### src/rtl/forward_sequencer.sv
// Admission and mode scheduler for a forward MAC layer.
// Gates State0 samples into the layer, tracks in-flight samples, and sequences TRAIN/TEST changes and weight-update barriers.
module forward_sequencer #(
  parameter int DEPTH = 8,
  parameter int NS    = 16,
  parameter int WIDTH = 35
) (
  input  logic                         iCLK,
  input  logic                         iRST,
  input  logic                         iModeReq,
  output logic                         oMode,
  input  logic                         iValid_AS,
  output logic                         oReady_AS,
  input  logic [WIDTH-1:0]             iData_AS,
  output logic                         oValid_BM,
  input  logic                         iReady_BM,
  output logic [WIDTH-1:0]             oData_BM,
  input  logic                         iValid_Ret,
  input  logic                         iReady_Ret,
  output logic                         oUpdateReq,
  input  logic                         iUpdateAck,
  output logic [$clog2(DEPTH+1)-1:0]   oCount,
  output logic                         oError
);

  localparam int CW = $clog2(DEPTH + 1);
  localparam int BW = $clog2(NS + 1);
  localparam logic [CW-1:0] DEPTH_C = CW'(DEPTH);
  localparam logic [BW-1:0] BLAST   = BW'(NS - 1);
  localparam logic MODE_TEST  = 1'b0;
  localparam logic MODE_TRAIN = 1'b1;

  typedef enum logic [1:0] {
    S_RUN,
    S_DRAIN,
    S_APPLY,
    S_BARRIER
  } state_t;

  state_t        state_q, state_d;
  logic          mode_q, mode_d;
  logic [CW-1:0] count_q, count_d;
  logic [BW-1:0] bcnt_q, bcnt_d;
  logic          error_q, error_d;
  logic          gate;
  logic          admit;
  logic          retire;
  logic          last_of_batch;

  always_ff @(posedge iCLK) begin
    if (!iRST) begin
      state_q <= S_RUN;
      mode_q  <= MODE_TEST;
      count_q <= '0;
      bcnt_q  <= '0;
      error_q <= 1'b0;
    end else begin
      state_q <= state_d;
      mode_q  <= mode_d;
      count_q <= count_d;
      bcnt_q  <= bcnt_d;
      error_q <= error_d;
    end
  end

  always_comb begin
    state_d       = state_q;
    mode_d        = mode_q;
    bcnt_d        = bcnt_q;
    count_d       = count_q;
    error_d       = error_q | (retire && (count_q == '0));
    last_of_batch = (mode_q == MODE_TRAIN) && admit && (bcnt_q == BLAST);

    // A retirement with nothing in flight is flagged, never wrapped.
    if (admit && !retire) begin
      count_d = count_q + CW'(1);
    end else if (retire && !admit && (count_q != '0)) begin
      count_d = count_q - CW'(1);
    end

    case (state_q)
      S_RUN: begin
        if (last_of_batch) begin
          state_d = S_BARRIER;
        end else if (iModeReq != mode_q) begin
          state_d = S_DRAIN;
        end
        if ((mode_q == MODE_TRAIN) && admit && !last_of_batch) begin
          bcnt_d = bcnt_q + BW'(1);
        end
      end
      S_DRAIN: begin
        if (count_d == '0) begin
          state_d = S_APPLY;
        end
      end
      S_APPLY: begin
        mode_d  = iModeReq;
        bcnt_d  = '0;
        state_d = S_RUN;
      end
      S_BARRIER: begin
        if ((count_q == '0) && iUpdateAck) begin
          bcnt_d  = '0;
          state_d = S_RUN;
        end
      end
      default: state_d = S_RUN;
    endcase
  end

  always_comb begin
    gate       = (state_q == S_RUN) && (count_q < DEPTH_C);
    admit      = iValid_AS && iReady_BM && gate;
    retire     = iValid_Ret && iReady_Ret;
    oValid_BM  = iValid_AS && gate;
    oReady_AS  = iReady_BM && gate;
    oData_BM   = iData_AS;
    oUpdateReq = (state_q == S_BARRIER) && (count_q == '0);
    oMode      = mode_q;
    oCount     = count_q;
    oError     = error_q;
  end

endmodule

### config.mk
export PLATFORM = sky130hd
export DESIGN_NAME = forward_sequencer
export DESIGN_NICKNAME = d
export VERILOG_FILES = /design/src/rtl/forward_sequencer.sv
export SDC_FILE = /design/constraint.sdc
export NUM_CORES = 1
export LEC_CHECK = 0
export CORE_UTILIZATION = 25
export CTS_CLUSTER_SIZE = 16
export DETAILED_ROUTE_END_ITERATION = 10
export HOLD_SLACK_MARGIN = 0.15
export RECOVER_POWER = 100
export SYNTH_ARGS = -nofsm -noshare
export SYNTH_HDL_FRONTEND = slang
export SYNTH_SLANG_ARGS = --single-unit
### constraint.sdc
create_clock -name iCLK -period 4.49 [get_ports iCLK]
set_clock_uncertainty 0.1 [all_clocks]
set_input_delay 0.898 -clock iCLK [delete_from_list [all_inputs] [get_ports iCLK]]
set_output_delay 0.898 -clock iCLK [all_outputs]
set_load 0.02 [all_outputs]
==> out/results.txt <==
final standard cell count with taps included and fillers excluded - 168
core outline area - 0.00435 sq mm
finished layout cell area - 0.00112 sq mm
# H-tree levels - 1
post-synthesis register bit count - 13
Max Fanout on Critical Path - 4
detailed router's first-iteration violation count - 64
horizontal extent of the die - 69.5 microns
Setup WS post-layout - 1.22 ns
Hold Fails Final Rpt - 0
CP max-delay cell - sky130_fd_sc_hd__dlygate4sd3_1
VDD IR max - 0.0996 mV
overall routing resource usage - 9.62%
leakage - 0.444 nW
worst-path cell chain - dlygate4sd3_1 -> and2_1 -> dlygate4sd3_1
area post-placement - 0.00108 sq mm
WHS - 0.370 ns
relative max-transition margin - 62.6%
antenna-violating nets left - 0
category of the most critical setup path - input pin to output pin
vias in the first global route - 749
Post-synth ARST share - 0%
number of flops mapped to enable cells by yosys - 0
run status - finished clean
Avg Cell Area, Syn - 8.49 sq um
number of nets in the final layout - 165
max-cap violation count - 0
number of buffers inserted by post-CTS setup repair - 0
Register Area - 260 sq um
transition time at the pin with the least slew margin - 0.558 ns
combinational fraction of design power - 44.7%
worst hold endpoint - oError
Slew Limit Fails - 0
instance count after placement with tap cells included - 164
antenna violations before repair - 0
global-route wire length before repair - 3600 microns
overall power after layout - 497 uW
portion of the post-synthesis area used by sequential elements - 22.9%
cell type with the highest aggregate area in the netlist - sky130_fd_sc_hd__buf_4
total of warnings raised by yosys - 0
area of the die - 0.00482 sq mm
post-synth top area share - 23.1%
count of distinct cell types in the synthesized netlist - 45
first drt pass iteration count - 5
cell family with the largest share of critical-path delay - buffers and inverters
sequential share of power - 33.9%
Min-Delay Path Class - flip-flop to flip-flop
fillcell total - 476
Worst setup EP type - output pin
startpoint of the most critical register-to-register path - oCount[0]
Sink Count - 13
Gates resized, CTS repair - 0
total standard cell area after synthesis - 0.00114 sq mm
n_diodes - 0
hold depth - 1
gate count of the mapped netlist - 134
maximum number of pins on one net before global-route repair - 13
clock latency on the worst-skew pair - 0.25 ns
number of vias after detailed routing - 824
Final setup viols - 0
switching share of power - 39.3%
clock share of power - 21.4%
Vias per Instance - 4.90
pwr dens - 443 mW/mm^2
internal power of the cells - 301 uW
most repeated library cell on the critical path - sky130_fd_sc_hd__dlygate4sd3_1
Register-to-Register Setup Slack - 2.13 ns
fraction of the core area covered by cells at the end of the flow - 25.7%
worst endpoint required time - 3.49 ns
cell types with the largest area share after synthesis - sky130_fd_sc_hd__buf_4 23%, sky130_fd_sc_hd__dfxtp_1 23%, sky130_fd_sc_hd__ha_1 5.5%
Inserted Clock Buffers - 3
post-detailed-routing wire length - 2130 microns
Die Y - 69.5 microns
TritonCTS clock tree - built
Tcrit/Tclk final - 72.8%
number of buffer and inverter instances along the worst setup path - 2
Layout area overhead - -1.43%
Setup TNS - 0 ns
number of cells on the worst reg-to-reg path - 7
shortest period the worst path allows - 3.27 ns
destination of the worst register-to-register timing path - state_q[0]
CTS clk-pin slew, worst paths - 0.05 ns
Crit path arrival time - 2.27 ns
dpl hpwl - 1560 microns
Post-Synthesis Net Count - 182
area of combinational cells with multiple inputs - 572 sq um
unrepaired setup endpoints after global routing - no
fraction of layout cells with a size suffix above 1 - 6.03%
Crit path largest cell delay - 0.66 ns
HP Start - oError
Port Buffer Count - 16
top-level I/O count - 87
number of core rows - 24
Most used DFF post-synth - sky130_fd_sc_hd__dfxtp_1
power spent charging and discharging nets - 196 uW
global placement routability congestion - 0.730
number of buffers added to fix hold violations after cts - 0
Avg WL per Cell - 12.7 microns
Clk Tree Root Cell - sky130_fd_sc_hd__clkbuf_8
maximum clock path buffer count - 2
GRT Residual Overflow - 0
worst slack at placement - 1.36 ns
critical path startpoint category - input pin
Residual DRC - 0
highest clock rate - 306 MHz
initial cell density of the core - 26.1%
area by class of cell:
class	instances	area share, %
multi-input cells	78	51.0
flip-flops and latches	13	23.2
repair buffers	16	14.3
well taps	52	5.80
clock buffers	4	4.02
inverters	5	1.67
layout by cell type (no fill, tap or decap), types with 2 or more instances in the layout:
master,Yosys,final
sky130_fd_sc_hd__dfxtp_1,13,13
sky130_fd_sc_hd__dlygate4sd3_1,0,12
sky130_fd_sc_hd__nor2_1,7,7
sky130_fd_sc_hd__nand2_1,6,6
sky130_fd_sc_hd__and3_1,5,5
sky130_fd_sc_hd__inv_1,5,5
sky130_fd_sc_hd__o21ai_0,4,5
sky130_fd_sc_hd__ha_1,5,5
sky130_fd_sc_hd__nor2b_1,4,4
sky130_fd_sc_hd__clkdlybuf4s50_1,0,4
sky130_fd_sc_hd__and2_1,5,3
sky130_fd_sc_hd__a21oi_1,3,3
sky130_fd_sc_hd__clkbuf_8,0,3
sky130_fd_sc_hd__and4bb_1,1,2
sky130_fd_sc_hd__and2_0,0,2
sky130_fd_sc_hd__or3_1,2,2
sky130_fd_sc_hd__mux2i_1,2,2
sky130_fd_sc_hd__o211ai_1,2,2
sky130_fd_sc_hd__xor2_1,2,2
sky130_fd_sc_hd__a22oi_1,2,2
sky130_fd_sc_hd__xnor2_1,2,2
worst max path at each step:
stage,startpoint,end,slack [ns],depth (start not counted)
after global routing,oCount[0],oUpdateReq,1.12,5
after CTS,oCount[0],oUpdateReq,1.28,5
after detailed placement,iReady_BM,oReady_AS,1.36,3
after floorplan,oCount[0],oUpdateReq,1.83,5
after global placement,iValid_AS,oValid_BM,1.39,3
final,iReady_BM,oReady_AS,1.22,3
state kept, by name, summed over array words and instances (netlist names):
signal   cells
state_q      2
bcnt_q       5
oCount       4
oError       1
oMode        1
power groups by stage:
stage | Clock (mW) | Sequential [mW] | Combinational, mW
2_1_floorplan | 0 | 0.168 | 0.208
5_1_grt | 0.113 | 0.173 | 0.244
4_1_cts | 0.109 | 0.168 | 0.232
6_report | 0.106 | 0.168 | 0.222
3_5_place_dp | 0 | 0.170 | 0.231
3_3_place_gp | 0 | 0.171 | 0.231
cells by family (layout without fill, tap and decap cells):
logic type                 count (synthesis)  after routing  share of synthesized area [%]
buffers and inverters                     43             25                           26.4
and+or+nand+nor                           40             40                           22.0
AOI/OAI and AO/OA                         26             26                           17.4
DFF                                       13             13                           22.9
adders and majority gates                  5              5                           5.50
xor gates and xnor gates                   4              4                           3.08
muxes                                      3              3                           2.75
cells in the mapped netlist, drive strengths merged, types with 2 or more instances:
library cell	count
a21boi	2
nor2	7
xor2	2
a21oi	3
clkbuf	2
a221oi	2
mux2i	2
xnor2	2
a22oi	2
nor3	2
o211ai	2
ha	5
and2	5
or3	2
nand2	6
dfxtp	13
and4bb	2
nor2b	4
inv	5
nor3b	2
o21ai	6
and3	5
buf	36
routing by layer:
layer	global-route usage, %	vias to the layer above	part of all wire [%]
met1	12.3	391	48
met2	12.2	26	40
met5	0	-	0
li1	-	398	-
met3	3.78	9	8.1
met4	8.62	0	4.0
Power figures use the tool's default switching activity.
